### config.mk
export PLATFORM = sky130hd
export DESIGN_NAME = attempt_tracker
export DESIGN_NICKNAME = d
export VERILOG_FILES = /design/src/rtl/attempt_tracker.sv
export SDC_FILE = /design/constraint.sdc
export NUM_CORES = 1
export LEC_CHECK = 0
export CAP_MARGIN = 20
export CORE_MARGIN = 2
export CORE_UTILIZATION = 43
export DETAILED_ROUTE_END_ITERATION = 7
export PLACE_DENSITY = 0.61
export SYNTH_ARGS = -nofsm -noshare
export SYNTH_HDL_FRONTEND = slang
export SYNTH_SLANG_ARGS = --single-unit
### constraint.sdc
create_clock -name clk -period 3.3 [get_ports clk]
set_clock_uncertainty 0.05 [all_clocks]
set_input_delay 0.495 -clock clk [delete_from_list [all_inputs] [get_ports clk]]
set_output_delay 0.495 -clock clk [all_outputs]
set_load 0.05 [all_outputs]
### src/rtl/attempt_tracker.sv
// attempt_tracker: counts failed password attempts while a user is present,
// enforces a lockout after the third failure and clears the count on a
// successful entry or after a sustained absence.
module attempt_tracker #(
    parameter int unsigned SYNC_STAGES   = 2,
    parameter int unsigned ABSENT_CYCLES = 50_000_000,
    parameter int unsigned LOCK_CYCLES   = 500_000_000,
    parameter int unsigned CNT_W         = 29
) (
    input  logic       clk,
    input  logic       rst_n,
    input  logic       presence,
    input  logic       fail,
    input  logic       pass,
    output logic [1:0] attempts,
    output logic       locked,
    output logic       present_sync
);

    localparam logic [CNT_W-1:0] ABSENT_LAST = CNT_W'(ABSENT_CYCLES - 1);
    localparam logic [CNT_W-1:0] LOCK_LAST   = CNT_W'(LOCK_CYCLES - 1);
    localparam logic [63:0]      CNT_SPAN    = 64'd1 << CNT_W;
    localparam logic [1:0]       ATT_MAX     = 2'd3;

    // Elaboration-time sanity checks on the parameter set
    generate
        if (SYNC_STAGES < 2) begin : g_bad_sync
            $error("attempt_tracker: SYNC_STAGES must be at least 2");
        end
        if ((ABSENT_CYCLES == 0) || (LOCK_CYCLES == 0)) begin : g_bad_zero
            $error("attempt_tracker: ABSENT_CYCLES and LOCK_CYCLES must be non-zero");
        end
        if ((64'(ABSENT_CYCLES) > CNT_SPAN) || (64'(LOCK_CYCLES) > CNT_SPAN)) begin : g_bad_width
            $error("attempt_tracker: CNT_W too narrow for ABSENT_CYCLES/LOCK_CYCLES");
        end
    endgenerate

    typedef enum logic [1:0] {
        S_IDLE   = 2'd0,
        S_ARMED  = 2'd1,
        S_LOCKED = 2'd2
    } state_t;

    state_t                 r_state;
    state_t                 w_state_nxt;
    logic [SYNC_STAGES-1:0] r_sync;
    logic                   r_fail_q;
    logic                   r_pass_q;
    logic [CNT_W-1:0]       r_timer;
    logic [CNT_W-1:0]       w_timer_nxt;
    logic [CNT_W-1:0]       r_absent;
    logic [CNT_W-1:0]       w_absent_nxt;
    logic [1:0]             r_attempts;
    logic [1:0]             w_attempts_nxt;
    logic                   r_locked;
    logic                   w_locked_nxt;

    logic w_present;
    logic w_fail_rise;
    logic w_pass_rise;
    logic w_lock_done;

    assign w_present    = r_sync[SYNC_STAGES-1];
    assign w_fail_rise  = fail & ~r_fail_q;
    assign w_pass_rise  = pass & ~r_pass_q;
    assign w_lock_done  = (r_timer == LOCK_LAST);

    assign attempts     = r_attempts;
    assign locked       = r_locked;
    assign present_sync = w_present;

    // Presence synchronizer and fail/pass edge-detect history
    always_ff @(posedge clk or negedge rst_n) begin
        if (!rst_n) begin
            r_sync   <= '0;
            r_fail_q <= 1'b0;
            r_pass_q <= 1'b0;
        end else begin
            r_sync   <= {r_sync[SYNC_STAGES-2:0], presence};
            r_fail_q <= fail;
            r_pass_q <= pass;
        end
    end

    // State, timers and registered outputs
    always_ff @(posedge clk or negedge rst_n) begin
        if (!rst_n) begin
            r_state    <= S_IDLE;
            r_timer    <= '0;
            r_absent   <= '0;
            r_attempts <= 2'd0;
            r_locked   <= 1'b0;
        end else begin
            r_state    <= w_state_nxt;
            r_timer    <= w_timer_nxt;
            r_absent   <= w_absent_nxt;
            r_attempts <= w_attempts_nxt;
            r_locked   <= w_locked_nxt;
        end
    end

    // Next-state, timer and attempt-count decode
    always_comb begin
        w_state_nxt    = r_state;
        w_timer_nxt    = r_timer;
        w_absent_nxt   = r_absent;
        w_attempts_nxt = r_attempts;

        case (r_state)
            S_IDLE: begin
                if (w_present) begin
                    w_state_nxt = S_ARMED;
                    w_timer_nxt = '0;
                end
            end

            S_ARMED: begin
                // Timer tracks consecutive absent cycles; any present cycle restarts it
                if (w_present) begin
                    w_timer_nxt = '0;
                end else begin
                    w_timer_nxt = r_timer + CNT_W'(1);
                end

                if (!w_present && (r_timer == ABSENT_LAST)) begin
                    w_attempts_nxt = 2'd0;
                    w_timer_nxt    = '0;
                    w_state_nxt    = S_IDLE;
                end else if (w_pass_rise) begin
                    w_attempts_nxt = 2'd0;
                end else if (w_fail_rise && (r_attempts != ATT_MAX)) begin
                    w_attempts_nxt = r_attempts + 2'd1;
                    if (r_attempts == (ATT_MAX - 2'd1)) begin
                        w_state_nxt  = S_LOCKED;
                        w_timer_nxt  = '0;
                        w_absent_nxt = '0;
                    end
                end
            end

            S_LOCKED: begin
                // Lock timer saturates at its last value, which marks lock_done
                if (!w_lock_done) begin
                    w_timer_nxt = r_timer + CNT_W'(1);
                end

                // Absence only counts once the lock has expired
                if (w_present || !w_lock_done) begin
                    w_absent_nxt = '0;
                end else if (r_absent == ABSENT_LAST) begin
                    w_attempts_nxt = 2'd0;
                    w_timer_nxt    = '0;
                    w_absent_nxt   = '0;
                    w_state_nxt    = S_IDLE;
                end else begin
                    w_absent_nxt = r_absent + CNT_W'(1);
                end
            end

            default: begin
                w_state_nxt    = S_IDLE;
                w_timer_nxt    = '0;
                w_absent_nxt   = '0;
                w_attempts_nxt = 2'd0;
            end
        endcase

        w_locked_nxt = (w_state_nxt == S_LOCKED);
    end

endmodule

### Word-level counts from Yosys, hierarchy flattened

Index checks and enable logic that the tools add are counted.

* add/sub/neg operators: 3
* eq/ne operators: 16
* mux-type cells: 31
* bitwise gates (word level): 5
* reductions and logical operators: 8

Operators with widths (count)
* two-way mux 29 bit: 15
* one-hot mux 29 bit (3 select lines): 2
* adder 29 x 1 -> 29 bit, second input constant: 2
* == test 29 x 26 -> 1 bit, second input constant: 2
* == test 29 bit, second input constant: 1
* two-way mux 2 bit: 12
* != test 2 bit, second input constant: 8
* one-hot mux 2 bit (3 select lines): 2
* == test 2 bit, second input constant: 3
* AND reduction 5 bit: 1
* != test 4 bit, second input constant: 1
* AND reduction 4 bit: 1
* NOT 1 bit: 3
* adder 2 x 1 -> 2 bit, second input constant: 1
* AND 1 bit: 2
* == test 2 x 1 -> 1 bit, second input constant: 1
* logical AND 1 bit: 2
* zero test 1 bit: 2
* zero test 2 bit: 1
* logical OR 1 bit: 1

* flip-flop bits (word level): 67
* bits of input ports: 5
* output and inout bits: 4
* logic and storage cells: 71

### Depth between registers and ports, before layout

Gate-level depths: netlist of the first run.

* word-level depth: 8
* mapped depth: 9
* depth with buffers taken out: 8

### Worst setup path after synthesis of the first run

OpenSTA, ideal clock, no wires.

* kind: flip-flop to flip-flop
* start point: reg r_timer[12]
* end point: reg r_absent[24]
* library setup time: 0.104 ns
* arrival time: 2.549 ns
* required time: 3.146 ns
* setup slack: 0.597 ns
* cell stages (with the launch flop): 9
* path buffers: 2
* period minus slack after synthesis: 2.703 ns
* cell sequence: dfrtp_1 > or4b_4 > nor4_4 > nand4_4 > nor3_2 > or3b_1 > buf_6 > buf_6 > o41ai_4

* longest elaborated chain between the ends: 5
* elaborated cells between the ends (all ways): 9
* classes of those cells: eq/ne (3); mux (2); reduce/logical (4)

RTL lines
* start: declaration: line 49 `logic [CNT_W-1:0] r_timer;`
* start signal: assignment: line 95 `r_timer <= w_timer_nxt;`
* == test 29 bit: line 66 `assign w_lock_done = (r_timer == LOCK_LAST);`
* zero test 1 bit: line 148 `if (w_present || !w_lock_done) begin`
* logical OR 1 bit: line 148
* two-way mux 29 bit: line 148
* one-hot mux 29 bit (3 select lines): line 109 `case (r_state)`
* end signal: assignment: line 96 `r_absent <= w_absent_nxt;`
* end: declaration: line 51 `logic [CNT_W-1:0] r_absent;`

Parallel ways exist; a longest one is shown, timed or not.
A chain may end at the register's enable or synchronous reset.

### Worst setup path after layout of the first run

* start point: reg r_timer[20]
* end point: reg r_absent[25]

Same word-level chain as after synthesis.

==> impl_metrics.tcl, run 1 <==
set metrics [dict create \
    crit_path_start_kind "flip-flop" \
    mappedNetlistArea_um2 4460 \
    fin_crit_sh_pct 90.2 \
    gp_congestion 0.935 \
    worstPathRequired_ps 3490 \
    vias 4391 \
    proportion_of_netlist_area_held_by_the_largest_area_contributor_pct 37.6 \
    arrival_time_reported_for_the_critical_path_endpoint_ps 3170 \
    ioPinCount 9 \
    worst_pin_slew_ps 704 \
    post-synth-top-count-cell "sky130_fd_sc_hd__dfrtp_1" \
    post-synth-top-area-cell "sky130_fd_sc_hd__dfrtp_1" \
    cts_tree "built" \
    row_count 37 \
    final.setup.worst_slack_ps 325 \
    regToRegSetupSlack_ps 320 \
    syn_to_final_growth_pct 11.0 \
    synth_area_leaders "sky130_fd_sc_hd__dfrtp_1 (38%), sky130_fd_sc_hd__o31ai_1 (5.5%), sky130_fd_sc_hd__nand2_1 (4.7%)" \
    power_density_nw_per_um2 471 \
    dieHeight_um 106 \
    setup.worst_path.end_class "flip-flop" \
    timing.max_slew.rel_slack_pct 52.6 \
    finalNonFillerCells 677 \
    detail_route.first_pass.iterations 5 \
    timing.rr.end "r_absent[25]" \
    detailedPlace.worstSlack_ps 364 \
    cts_buffers 9 \
    postSynth.topFlopCell "sky130_fd_sc_hd__dfrtp_1" \
    postSynthNetCount 541 \
    postCtsSetupBuffers 0 \
    cap_viol_max_count 0 \
    min_path_type "input pin to async pin" \
    synth-warning-count 0 \
    drc 0 \
    ir_drop_uv 471 \
    number_of_cells_produced_by_synthesis 528 \
    ys_ff_latch 67 \
    async_flop_share_pct 100 \
    clock.fmax_mhz 336 \
    grt_pass1_vias 4098 \
    start_util_pct 43.8 \
    synth_common_cells "sky130_fd_sc_hd__dfrtp_1 (67), sky130_fd_sc_hd__nand2_1 (56), sky130_fd_sc_hd__o31ai_1 (33)" \
    avgRoutedWirePerCell_um 18.5 \
    cts_resized 0 \
    grt_setup_unrepaired "no" \
    clock_transition_at_the_registers_of_the_reported_paths_ps 70 \
    layout.core_utilization_pct 48.7 \
    layout.filler_cells 1002 \
    clock_sinks 67 \
    sum_of_routed_wire_length_over_all_layers_um 12500 \
    ctsHtreeMaxLevel 3 \
    grt_use_total_pct 23.8 \
    sequential_area_share_after_synthesis_pct 37.6 \
    core_area_um2 10200 \
    worstPathMaxFanout 13 \
    path_class "flip-flop to flip-flop" \
    place.detailed.instances 662 \
    crit_path_time_final_ps 2980 \
    io_buffers 8 \
    source_to_sink_clock_delay_at_the_later_pin_of_the_worst_skew_pair_ps 350 \
    fp.dieArea_um2 11200 \
    finalSetupViolations 0 \
    yosysUniqueCellTypes 63 \
    clock-root-buffer "sky130_fd_sc_hd__clkbuf_8" \
    drtIter0Drc 497 \
    detail_route.vias_per_cell 6.49 \
    reg2regPathDepth 7 \
    number_of_enable_type_register_cells_in_the_synthesized_netlist 0 \
    grt_start_max_net_pins 32 \
    leakage_nw 1.88 \
    post_route_cells_drive_above_1_share_pct 10.9 \
    die_w_um 106 \
    timing.final.hold_violations 0 \
    global_route.overflow_total 0 \
    final_max_slew_viol_count 0 \
    hpwl_um 8490 \
    cts_buffer_depth 2 \
    antenna_cells_inserted 0 \
    rr_startpoint "r_timer[20]" \
    wire_length_of_the_first_global_routing_pass_um 21300 \
    synth_area_per_cell_um2 8.46 \
    final_net_count 550 \
    outcome "finished, final reports clean" \
    fin_setup_tns_ps 0 \
    grt_antenna_before_repair 0 \
    hold_buffers 0 \
    drtAntennaViolNets 0 \
]
## per-stage QoR
step	total power, W	cell area (um2)	hold WS (ps)
floorplan	0.00138	4460	149
global placement	0.00163	4760	301
detailed placement	0.00164	4760	301
CTS	0.00234	4960	147
global route	0.00246	4960	182
finish	0.00233	4960	122
## worst max-delay path by stage
stage                              end   startpoint  cells after the start  slack (ps)
after floorplan           r_absent[24]  r_timer[12]                      8         600
after global placement    r_absent[27]  r_timer[20]                      7         470
after detailed placement  r_absent[27]  r_timer[12]                      7         360
after CTS                 r_absent[27]  r_timer[12]                      7         350
after global routing      r_absent[22]  r_timer[12]                      7         180
final                     r_absent[25]  r_timer[20]                      7         320
## state kept, by name, summed over array words and instances (netlist names)
signal    count
attempts      2
locked        1
r_absent     29
r_fail_q      1
r_pass_q      1
r_state       2
r_sync        2
r_timer      29
## where the power goes
group / switching, W / leakage, nW / total [W] / internal [W]
combinational: 0.000548 / 0.856 / 0.000749 / 0.000202
clock: 0.000325 / 0.105 / 0.000696 / 0.000371
sequential: 0.0000349 / 0.922 / 0.000888 / 0.000853
## worst max-delay path, stage by stage (launching register included)
cell	delay [ps]
sky130_fd_sc_hd__dfrtp_1	470
sky130_fd_sc_hd__or4b_4	560
sky130_fd_sc_hd__nor4_4	350
sky130_fd_sc_hd__nand4_4	210
sky130_fd_sc_hd__nor3_2	250
sky130_fd_sc_hd__or3b_1	420
sky130_fd_sc_hd__buf_4	210
sky130_fd_sc_hd__o41ai_1	340
## cell families (layout without fill, tap and decap cells)
logic type / count (synthesis) / after routing / synth area share, %
DFF: 67 / 67 / 37.6
buffers and inverters: 60 / 73 / 5.49
xor gates and xnor gates: 2 / 2 / 0.392
AOI/OAI and AO/OA: 154 / 154 / 24.0
and+or+nand+nor: 236 / 236 / 30.0
muxes: 1 / 1 / 0.224
adders and majority gates: 8 / 8 / 2.24
## placed cells by master, fill, tap and decap left out, types with 10 or more instances in the layout
cell,n
sky130_fd_sc_hd__and3_1,10
sky130_fd_sc_hd__or3_1,11
sky130_fd_sc_hd__nand2_1,56
sky130_fd_sc_hd__nor2_1,26
sky130_fd_sc_hd__inv_1,24
sky130_fd_sc_hd__nor4_1,17
sky130_fd_sc_hd__nor3_1,19
sky130_fd_sc_hd__dfrtp_1,67
sky130_fd_sc_hd__o31ai_1,33
sky130_fd_sc_hd__clkbuf_8,14
sky130_fd_sc_hd__o21ai_0,30
sky130_fd_sc_hd__a31oi_1,15
sky130_fd_sc_hd__nand4_1,13
sky130_fd_sc_hd__buf_4,26
sky130_fd_sc_hd__nand3_1,29
sky130_fd_sc_hd__a21oi_1,17
## area by class of cell
cell class / count / area [um2] / share of cell area, %
Clock buffer: 14 / 193 / 3.89
Clock inverter: 1 / 5.00 / 0.101
Inverter: 24 / 90.1 / 1.82
Multi-Input combinational cell: 401 / 2550 / 51.5
Sequential cell: 67 / 1680 / 33.8
Tap cell: 136 / 170 / 3.43
Timing Repair Buffer: 34 / 270 / 5.45
## per-layer routing
layer	up-vias	share of wire [%]	track usage, %
met5	-	0	0
met4	0	1.6	7.89
met3	19	7.9	5.33
met2	187	44	33.6
met1	2146	47	36.0
li1	2039	-	-
Note: power is estimated with default switching activity, not from simulation.
==> inputs of run 2 (changes only) <==
--- a/config.mk
+++ b/config.mk
@@ -8,6 +8,7 @@
 export CAP_MARGIN = 20
 export CORE_MARGIN = 2
 export CORE_UTILIZATION = 43
+export CTS_CLUSTER_DIAMETER = 30
 export DETAILED_ROUTE_END_ITERATION = 7
 export PLACE_DENSITY = 0.61
 export SYNTH_ARGS = -nofsm -noshare
==> results of run 2 <==
The final DEF is identical to that of run 1; final timing and power are the same.
==> inputs of run 3 (changes only) <==
--- a/config.mk
+++ b/config.mk
@@ -5,12 +5,12 @@
 export SDC_FILE = /design/constraint.sdc
 export NUM_CORES = 1
 export LEC_CHECK = 0
-export CAP_MARGIN = 20
+export CAP_MARGIN = 15
 export CORE_MARGIN = 2
-export CORE_UTILIZATION = 43
+export CORE_UTILIZATION = 55
 export CTS_CLUSTER_DIAMETER = 30
 export DETAILED_ROUTE_END_ITERATION = 7
-export PLACE_DENSITY = 0.61
+export PLACE_DENSITY = 0.74
 export SYNTH_ARGS = -nofsm -noshare
 export SYNTH_HDL_FRONTEND = slang
 export SYNTH_SLANG_ARGS = --single-unit
==> run 3 against run 2 <==
Against the previous run: hold slack gained 170 ps; non-clock buffer count shrank 3; total power shrank 1.6%; fmax shrank 1.8%; setup slack lost 56 ps; highest routed layer unchanged; cell area shrank 1.4%; critical endpoint is now r_absent[27]; sequential cell count is the same; critical path depth grew 1; cell count shrank 5.3%; via count shrank 2.5%; die area shrank 21%.
==> impl_metrics.tcl, run 3 (synthesized netlist as in run 1, its figures left out) <==
set metrics [dict create \
    outcome "finished, final reports clean" \
    route.top_layer_used "met4" \
    timing.max_slew.rel_slack_pct 42.5 \
    min_path_type "input pin to async pin" \
    grt_pass1_vias 4011 \
    postCtsSetupBuffers 0 \
    fp.dieArea_um2 8850 \
    met3_length_um 690 \
    avgRoutedWirePerCell_um 18.1 \
    row_count 32 \
    worst_path_dominant_cell_family "simple AND/OR/NAND/NOR gates" \
    cts_resized 0 \
    worstPathMaxFanout 14 \
    setup.worst_path.end_class "flip-flop" \
    wire_length_of_the_first_global_routing_pass_um 19600 \
    die_w_um 94.1 \
    gp_congestion 0.920 \
    fin_crit_sh_pct 91.8 \
    vias 4281 \
    mostFrequentLayoutCell "sky130_fd_sc_hd__dfrtp_1" \
    multi_input_comb_area_um2 2550 \
    timing.rr.end "r_absent[27]" \
    layout.core_utilization_pct 62.6 \
    hold_buffers 0 \
    final_max_slew_viol_count 0 \
    reg2regPathDepth 8 \
    regToRegSetupSlack_ps 270 \
    mostFrequentLayoutCells "sky130_fd_sc_hd__dfrtp_1 (67), sky130_fd_sc_hd__nand2_1 (56), sky130_fd_sc_hd__o31ai_1 (33)" \
    rr_startpoint "r_timer[0]" \
    worstPathRequired_ps 3480 \
    fin_setup_tns_ps 0 \
    clock-root-buffer "sky130_fd_sc_hd__clkbuf_8" \
    largest_registers "r_absent x29, r_timer x29" \
    layout.filler_cells 677 \
    ioPinCount 9 \
    cts_buffers 9 \
    power_density_nw_per_um2 470 \
    sum_of_routed_wire_length_over_all_layers_um 11600 \
    clock_transition_at_the_registers_of_the_reported_paths_ps 80 \
    start_util_pct 57.2 \
    grt_use_total_pct 27.8 \
    crit_path_cell_trace "ha_1 -> nand4_1 -> nor3_1 -> nand4_4 -> nor3_2 -> or3b_1 -> buf_4 -> o41ai_1" \
    ctsHtreeMaxLevel 3 \
    clock.fmax_mhz 330 \
    global_route.overflow_total 0 \
    worst_pin_slew_ps 862 \
    detail_route.first_pass.iterations 5 \
    maximum_cell_stage_delay_along_the_critical_path_ps 530 \
    cts_buffer_depth 2 \
    ir_drop_uv 370 \
    io_buffers 8 \
    source_to_sink_clock_delay_at_the_later_pin_of_the_worst_skew_pair_ps 350 \
    detail_route.vias_per_cell 6.68 \
    met1Wirelength_um 5310 \
    crit_path_time_final_ps 3030 \
    timing.critical_path.slowest_stage_cell "sky130_fd_sc_hd__nor3_1" \
    worst-path-buf-inv 1 \
    clock_sinks 67 \
    crit_path_start_kind "flip-flop" \
    cts_tree "built" \
    drtIter0Drc 379 \
    drtAntennaViolNets 0 \
    post_route_cells_drive_above_1_share_pct 10.2 \
    hpwl_um 8030 \
    grt_antenna_before_repair 0 \
    timing.final.hold_violations 0 \
    finalSetupViolations 0 \
    leakage_nw 1.86 \
    dr_wl_met2_um 5300 \
    cap_viol_max_count 0 \
    drc 0 \
    core_area_um2 7810 \
    grt_start_max_net_pins 68 \
    area.sequential_um2 1680 \
    grt_setup_unrepaired "no" \
    arrival_time_reported_for_the_critical_path_endpoint_ps 3210 \
    dieHeight_um 94.1 \
    path_class "flip-flop to flip-flop" \
    final_net_count 547 \
    syn_to_final_growth_pct 9.42 \
    antenna_cells_inserted 0 \
]
run 3: cell types whose count changed in the layout (fill, tap and decap cells not counted):
cell	change
sky130_fd_sc_hd__clkbuf_8	-1
sky130_fd_sc_hd__buf_4	-3
sky130_fd_sc_hd__clkbuf_1	+2
run 3: routing by layer:
| metal | GRT usage [%] | vias up |
|---|---|---|
| met5 | 0 | - |
| met4 | 10.4 | 0 |
| met3 | 3.13 | 33 |
| met2 | 44.3 | 161 |
| met1 | 38.8 | 2048 |
| li1 | - | 2039 |
run 3: worst max path at each step:
stage,startpoint,end,cells after the start,slack (ps)
2_1_floorplan,r_timer[12],r_absent[24],8,600
3_3_place_gp,r_timer[12],r_absent[25],7,430
3_5_place_dp,r_timer[12],r_absent[27],7,330
4_1_cts,r_timer[0],r_absent[27],8,280
5_1_grt,r_timer[0],r_absent[25],8,70
6_report,r_timer[0],r_absent[27],8,270
run 3: power breakdown:
part / total (W) / switching (W) / internal [W]
Sequential: 0.000887 / 0.0000339 / 0.000853
Combinational: 0.000742 / 0.000537 / 0.000205
Clock: 0.000666 / 0.000311 / 0.000355
run 3: through the flow:
| step | cell area, um2 | instances | setup slack [ps] | hold slack [ps] | power [W] |
|---|---|---|---|---|---|
| floorplan | 4460 | 528 | 597 | 149 | 0.00138 |
| global placement | 4690 | 625 | 429 | 293 | 0.00161 |
| detailed placement | 4690 | 625 | 332 | 288 | 0.00163 |
| CTS | 4880 | 641 | 283 | 315 | 0.00230 |
| global route | 4880 | 641 | 72.3 | 319 | 0.00241 |
| finish | 4880 | 641 | 269 | 289 | 0.00229 |
run 3: final cells by class:
cell class	instances	area share (%)
multi-input combinational	401	52.2
sequential	67	34.3
timing repair buffer	31	5.07
clock buffer	15	3.82
tap	102	2.61
inverter	24	1.84
clock inverter	1	0.102
run 3: worst reg2reg max path, stage by stage, from the launching register on:
cell and delay (ps):
sky130_fd_sc_hd__dfrtp_1 390, sky130_fd_sc_hd__ha_1 210, sky130_fd_sc_hd__nand4_1 240, sky130_fd_sc_hd__nor3_1 540, sky130_fd_sc_hd__nand4_4 240, sky130_fd_sc_hd__nor3_2 270, sky130_fd_sc_hd__or3b_1 400, sky130_fd_sc_hd__buf_4 210
sky130_fd_sc_hd__o41ai_1 380
